### config.mk
export PLATFORM = sky130hd
export DESIGN_NAME = sound_event_sequencer
export DESIGN_NICKNAME = d
export VERILOG_FILES = /design/src/rtl/sound_pkg.sv /design/src/rtl/sound_priority_encoder.sv /design/src/rtl/sound_event_sequencer.sv
export SDC_FILE = /design/constraint.sdc
export NUM_CORES = 1
export LEC_CHECK = 0
export CAP_MARGIN = 25
export CORE_MARGIN = 8
export CORE_UTILIZATION = 55
export DETAILED_ROUTE_END_ITERATION = 7
export DONT_BUFFER_PORTS = 1
export PLACE_DENSITY = 0.7
export SLEW_MARGIN = 10
export SYNTH_ARGS = -nofsm -noshare
export SYNTH_HDL_FRONTEND = slang
export SYNTH_SLANG_ARGS = --single-unit
### constraint.sdc
create_clock -name clk -period 5.4 [get_ports clk]
set_input_delay 1.08 -clock clk [delete_from_list [all_inputs] [get_ports clk]]
set_output_delay 1.08 -clock clk [all_outputs]
set_load 0.05 [all_outputs]
### src/rtl/sound_pkg.sv
// Shared types, sizing constants and the per-event note table for the sound event sequencer.
package sound_pkg;

  localparam int NUM_EVENTS = 4;
  localparam int NOTES      = 4;
  localparam int FREQ_W     = 4;
  localparam int DUR_W      = 6;
  localparam int GAP_TICKS  = 2;

  localparam int EV_W  = $clog2(NUM_EVENTS);
  localparam int IDX_W = $clog2(NOTES);
  localparam int GAP_W = (GAP_TICKS > 0) ? $clog2(GAP_TICKS + 1) : 1;

  localparam int EV_WIN       = 0;
  localparam int EV_LOSE      = 1;
  localparam int EV_COLLISION = 2;
  localparam int EV_AUX       = 3;

  typedef struct packed {
    logic [FREQ_W-1:0] freq;
    logic [DUR_W-1:0]  dur;
  } note_t;

  typedef enum logic [1:0] {
    S_IDLE = 2'd0,
    S_PLAY = 2'd1,
    S_GAP  = 2'd2
  } state_t;

  // A zero duration terminates a pattern; a zero first note marks the event as silent.
  localparam note_t PATTERNS [NUM_EVENTS][NOTES] = '{
    '{'{4'd9, 6'd4}, '{4'd11, 6'd4}, '{4'd13, 6'd4}, '{4'd15, 6'd4}},
    '{'{4'd3, 6'd8}, '{4'd1,  6'd8}, '{4'd0,  6'd0}, '{4'd0,  6'd0}},
    '{'{4'd5, 6'd2}, '{4'd0,  6'd0}, '{4'd0,  6'd0}, '{4'd0,  6'd0}},
    '{'{4'd7, 6'd3}, '{4'd0,  6'd0}, '{4'd0,  6'd0}, '{4'd0,  6'd0}}
  };

endpackage

### src/rtl/sound_priority_encoder.sv
// Lowest-set-index encoder with a valid flag; index 0 has the highest priority.
module sound_priority_encoder #(
  parameter int N = 4,
  parameter int W = (N > 1) ? $clog2(N) : 1
) (
  input  logic [N-1:0] req_i,
  output logic         vld_o,
  output logic [W-1:0] idx_o
);

  // Scan from the top so the lowest set bit is the last one written.
  always_comb begin
    vld_o = |req_i;
    idx_o = {W{1'b0}};
    for (int i = N - 1; i >= 0; i--) begin
      if (req_i[i]) begin
        idx_o = W'(i);
      end
    end
  end

endmodule

### src/rtl/sound_event_sequencer.sv
// Plays a multi-note pattern per event pulse, with fixed-priority preemption and one-deep pending per channel.
module sound_event_sequencer
  import sound_pkg::*;
(
  input  logic                  clk,
  input  logic                  resetN,
  input  logic                  tick,
  input  logic [NUM_EVENTS-1:0] event_pulse,
  input  logic                  mute,
  output logic                  enable_sound,
  output logic [FREQ_W-1:0]     freq,
  output logic [EV_W-1:0]       active_event,
  output logic                  busy,
  output logic [NUM_EVENTS-1:0] pending
);

  state_t                state_q, state_d;
  logic [EV_W-1:0]       ev_q, ev_d;
  logic [IDX_W-1:0]      idx_q, idx_d;
  logic [DUR_W-1:0]      cnt_q, cnt_d;
  logic [GAP_W-1:0]      gap_q, gap_d;
  logic [NUM_EVENTS-1:0] pend_q, pend_d;
  logic                  en_q, en_d;
  logic [FREQ_W-1:0]     freq_q, freq_d;
  logic                  busy_q, busy_d;

  logic [NUM_EVENTS-1:0] playable_s;
  logic [NUM_EVENTS-1:0] req_s;
  logic                  req_vld_s, pend_vld_s;
  logic [EV_W-1:0]       req_idx_s, pend_idx_s;
  logic [IDX_W-1:0]      idx_nxt_s;
  logic                  last_s;
  note_t                 cur_note_s;

  // Events whose first note is empty are dropped before arbitration.
  always_comb begin
    playable_s = {NUM_EVENTS{1'b0}};
    for (int e = 0; e < NUM_EVENTS; e++) begin
      playable_s[e] = (PATTERNS[e][0].dur != {DUR_W{1'b0}});
    end
    req_s = event_pulse & playable_s;
  end

  sound_priority_encoder #(.N(NUM_EVENTS), .W(EV_W)) u_req_enc (
    .req_i (req_s),
    .vld_o (req_vld_s),
    .idx_o (req_idx_s)
  );

  sound_priority_encoder #(.N(NUM_EVENTS), .W(EV_W)) u_pend_enc (
    .req_i (pend_q),
    .vld_o (pend_vld_s),
    .idx_o (pend_idx_s)
  );

  assign cur_note_s = PATTERNS[ev_q][idx_q];
  assign idx_nxt_s  = idx_q + IDX_W'(1);
  assign last_s     = (idx_q == IDX_W'(NOTES - 1)) ||
                      (PATTERNS[ev_q][idx_nxt_s].dur == {DUR_W{1'b0}});

  // Tick-driven note/gap timing first, then event arbitration against the resulting state.
  always_comb begin
    state_d = state_q;
    ev_d    = ev_q;
    idx_d   = idx_q;
    cnt_d   = cnt_q;
    gap_d   = gap_q;
    pend_d  = pend_q;

    case (state_q)
      S_PLAY: begin
        if (tick) begin
          if (cnt_q == cur_note_s.dur - DUR_W'(1)) begin
            cnt_d = {DUR_W{1'b0}};
            if (last_s) begin
              idx_d = {IDX_W{1'b0}};
              if (pend_vld_s) begin
                ev_d               = pend_idx_s;
                pend_d[pend_idx_s] = 1'b0;
              end else begin
                state_d = S_IDLE;
              end
            end else if (GAP_TICKS == 0) begin
              idx_d = idx_nxt_s;
            end else begin
              state_d = S_GAP;
              gap_d   = {GAP_W{1'b0}};
            end
          end else begin
            cnt_d = cnt_q + DUR_W'(1);
          end
        end else begin
          cnt_d = cnt_q;
        end
      end
      S_GAP: begin
        if (tick) begin
          if (gap_q == GAP_W'(GAP_TICKS - 1)) begin
            state_d = S_PLAY;
            idx_d   = idx_nxt_s;
            gap_d   = {GAP_W{1'b0}};
          end else begin
            gap_d = gap_q + GAP_W'(1);
          end
        end else begin
          gap_d = gap_q;
        end
      end
      default: begin
        state_d = S_IDLE;
      end
    endcase

    // Higher or equal priority (re)starts at note 0; the displaced event is not pended.
    if (req_vld_s && ((state_d == S_IDLE) || (req_idx_s <= ev_d))) begin
      state_d      = S_PLAY;
      ev_d         = req_idx_s;
      idx_d        = {IDX_W{1'b0}};
      cnt_d        = {DUR_W{1'b0}};
      gap_d        = {GAP_W{1'b0}};
      pend_d[ev_d] = 1'b0;
    end else begin
      pend_d = pend_d;
    end

    for (int i = 0; i < NUM_EVENTS; i++) begin
      if ((state_d != S_IDLE) && (EV_W'(i) > ev_d)) begin
        pend_d[i] = pend_d[i] | req_s[i];
      end else begin
        pend_d[i] = pend_d[i];
      end
    end

    busy_d = (state_d != S_IDLE);
    en_d   = (state_d == S_PLAY) && !mute;
    case (state_d)
      S_PLAY:  freq_d = PATTERNS[ev_d][idx_d].freq;
      S_GAP:   freq_d = freq_q;
      default: freq_d = {FREQ_W{1'b0}};
    endcase
  end

  // State and registered outputs.
  always_ff @(posedge clk or negedge resetN) begin
    if (!resetN) begin
      state_q <= S_IDLE;
      ev_q    <= {EV_W{1'b0}};
      idx_q   <= {IDX_W{1'b0}};
      cnt_q   <= {DUR_W{1'b0}};
      gap_q   <= {GAP_W{1'b0}};
      pend_q  <= {NUM_EVENTS{1'b0}};
      en_q    <= 1'b0;
      freq_q  <= {FREQ_W{1'b0}};
      busy_q  <= 1'b0;
    end else begin
      state_q <= state_d;
      ev_q    <= ev_d;
      idx_q   <= idx_d;
      cnt_q   <= cnt_d;
      gap_q   <= gap_d;
      pend_q  <= pend_d;
      en_q    <= en_d;
      freq_q  <= freq_d;
      busy_q  <= busy_d;
    end
  end

  assign enable_sound = en_q;
  assign freq         = freq_q;
  assign active_event = ev_q;
  assign busy         = busy_q;
  assign pending      = pend_q;

endmodule
==> impl_metrics.csv <==
group,metric,value,unit
final_layout,drive_above_1_share,0.102,
flow_run,maxCapViolCount,0,
synthesis,post-synth-top-area-cell,"dfrtp_1",
detailed_routing,vias_per_cell,6.48,
grt,antenna_found_initial,0,
grt,grt_pass1_wl,8470,um
setup_path,rr_startpoint,"active_event[1]",
timing,rsz0062_at_grt,"false",
synthesis,synth_area,0.00190,mm2
grt,grt-ovfl-total,0,
synthesis,synth_edf_count,0,
clock_tree,cts.clk_slew.worst_paths,0.15,ns
synthesis,ys_types,62,
setup_path,path_class,"register to register",
setup_path,r2r_cells,17,
timing,max-slew-margin-rel,0.567,
setup_path,end_kind,"register",
final_layout,syn_to_final_growth,4.22,%
placed_design,dpl_cell_area,0.00192,mm2
clock_tree,cts_root_buf,"clkbuf_4",
placed_design,placed_cells,267,
synthesis,ys.flop_type,"dfrtp_1",
synthesis,syn-num-nets,240,
detailed_routing,route.detailed.drc,0,
timing,skew,0.00672,ns
setup_path,arrival,4.58,ns
power,pwr-share-comb,0.502,
floorplanning,rows,21,
synthesis,syn_avg_cell_area,8.43,um2
detailed_routing,dr.pass1.iters,4,
outcome,status,"finished clean",
setup_path,reg2reg_setup_slack,1.06,ns
floorplanning,dieHeight,74.7,um
timing,slew_violations,0,
timing,setup_viol,0,
clock_tree,cts_sinks,24,
grt,grtUsageTotal,0.198,
detailed_routing,post_drt_wl_per_cell,19.1,um
power,switching_share,0.535,
clock_tree,cts_hold_buf,0,
synthesis,ys_ff_latch,24,
setup_path,path_cells,"and4bb_1, inv_1, ha_1, xor2_1, xnor2_1, and4b_1, a31o_2, o21a_1, inv_2, ha_1, nor2b_1, o21ai_0, a211o_2, nand2_4, nor2_4, nor2b_1, a221o_1",
clock_tree,cts_tree,"built",
clock_tree,htreeDepth,1,
setup_path,critPathLaunchType,"register",
clock_tree,cts_setup_buffers,0,
final_layout,instances_no_fill,271,
power,powerDensity,511,mW/mm2
power,worst_ir_drop_vdd,0.286,mV
detailed_routing,num_vias,1755,
timing,worstMarginPinSlew,0.650,ns
clock_tree,cts_buffer_depth,2,
floorplanning,io_pins,20,
floorplanning,coreArea,0.00334,mm2
power,internal_power,0.470,mW
setup_path,crit_required,5.64,ns
final_layout,final_nets,241,
placed_design,gp_congestion,0.959,
clock_tree,cts_resized,0,
synthesis,synthArstFlopShare,1.00,
power,power_switching,0.541,mW
setup_path,critPathSlowestCell,"dfrtp_1",
final_layout,antennaDiodeCount,0,
synthesis,yosys-top-cells-area,"dfrtp_1 32%, o21ai_0 5.3%, nor2_1 4.7%",
timing,period_share,0.805,
min_path,min_path_type,"primary input to asynchronous set/reset pin",
setup_path,cpPeakStageDelay,0.77,ns
synthesis,synth_cells,225,
synthesis,synth-warning-count,0,
detailed_routing,final_antenna_net_count,0,
detailed_routing,finalWirelength,5170,um
grt,grt_max_degree,25,
clock_tree,cts_buffers,3,
placed_design,hpwl,3990,um
floorplanning,fp.dieW,74.7,um
timing,finalCriticalPeriod,4.34,ns
synthesis,netlist_top_cells_count,"24 x dfrtp_1, 24 x nor2_1, 20 x nand2_1, 20 x o21ai_0",
setup_path,r2r_end,"freq[1]",
synthesis,ys_seq_area_frac,0.317,
timing,whs,0.417,ns
power,p_clk_frac,0.134,
timing,tns,0,ns
setup_path,critical_path.max_fanout,12,
grt,grt_pass1_vias,1680,
floorplanning,start_util,0.568,
clock_tree,insertion_delay,0.33,ns
final_layout,final_area,0.00198,mm2
power,p_seq_frac,0.364,
timing,max_freq,230,MHz
timing,hold_viol_final,0,
floorplanning,die-area,0.00558,mm2
detailed_routing,drt_iter0_drc,198,
placed_design,portBuffers,0,
synthesis,synth_top_area_share,0.317,
power,leakagePower,0.854,nW
how the worst max path moves through the flow:
stage	from	to	slack [ns]	depth (start not counted)
after detailed placement	active_event[1]	freq[1]	1.09	17
after global placement	active_event[1]	freq[1]	1.27	17
final	active_event[1]	freq[1]	1.06	17
after floorplan	active_event[1]	freq[0]	1.64	18
after CTS	active_event[1]	freq[1]	1.08	17
after global routing	active_event[1]	freq[1]	0.78	17
registers in the layout, summed over array words and instances (netlist names):
| name | flops |
|---|---|
| cnt_q | 6 |
| freq | 4 |
| pending | 4 |
| active_event | 2 |
| gap_q | 2 |
| idx_q | 2 |
| state_q | 2 |
| busy | 1 |
| enable_sound | 1 |
cell families after synthesis:
kind of cell             after synthesis  synth area share
AND/OR/NAND/NOR                       91             0.253
AO/OA/AOI/OAI                         76             0.301
flip-flops                            24             0.317
buffers and inverters                 20            0.0475
adder cells (fa/ha/maj)                7            0.0462
XOR/XNOR                               4            0.0185
multiplexers                           3            0.0165
per-stage QoR:
step / util / setup slack, ns / total power [mW]
finish: 0.592 / 1.06 / 1.01
global route: 0.592 / 0.777 / 1.08
CTS: 0.592 / 1.08 / 1.00
detailed placement: 0.577 / 1.09 / 0.865
global placement: 0.577 / 1.27 / 0.863
floorplan: - / 1.64 / 0.772
area by class of cell:
type,count,area [um2]
multi-input cells,181,1210
flip-flops and latches,24,601
fillers,297,1360
clock inverters,1,30.0
well taps,46,57.6
clock buffers,3,22.5
inverters,16,60.1
layout by cell type (no fill, tap or decap), types with 2 or more instances in the layout:
cell / count
nor2_1: 24
dfrtp_1: 24
nand2_1: 20
o21ai_0: 20
inv_1: 15
a21oi_1: 15
nand3_1: 8
ha_1: 7
nor2b_1: 6
nor3_1: 5
nand3b_1: 5
a211oi_1: 4
and2_1: 4
o21a_1: 3
xor2_1: 3
o211ai_1: 3
and3_1: 3
a31oi_1: 3
clkbuf_4: 3
nor3b_1: 2
a31o_2: 2
nand4b_1: 2
nand2b_1: 2
a21o_1: 2
a32oi_1: 2
mux2i_1: 2
critical path, delay by kind of cell, from the launching register on:
kind,cells,cell delay (ns)
XOR/XNOR,2,0.41
AO/OA/AOI/OAI,5,1.21
flip-flops,1,0.77
AND/OR/NAND/NOR,6,1.23
adder cells (fa/ha/maj),2,0.49
buffers and inverters,2,0.14
power groups by stage:
stage | combinational [mW] | clock, mW | sequential (mW)
after CTS | 0.497 | 0.136 | 0.368
final | 0.507 | 0.136 | 0.368
after detailed placement | 0.494 | 0 | 0.371
after global routing | 0.560 | 0.144 | 0.374
after global placement | 0.494 | 0 | 0.369
after floorplan | 0.419 | 0 | 0.353
layer usage:
layer,track usage,up-vias,part of all wire
li1,-,827,-
met1,0.232,832,0.39
met2,0.341,84,0.49
met3,0.0466,12,0.089
met4,0.0739,0,0.026
met5,0,-,0
No activity file was read; power rests on OpenSTA's default activity.
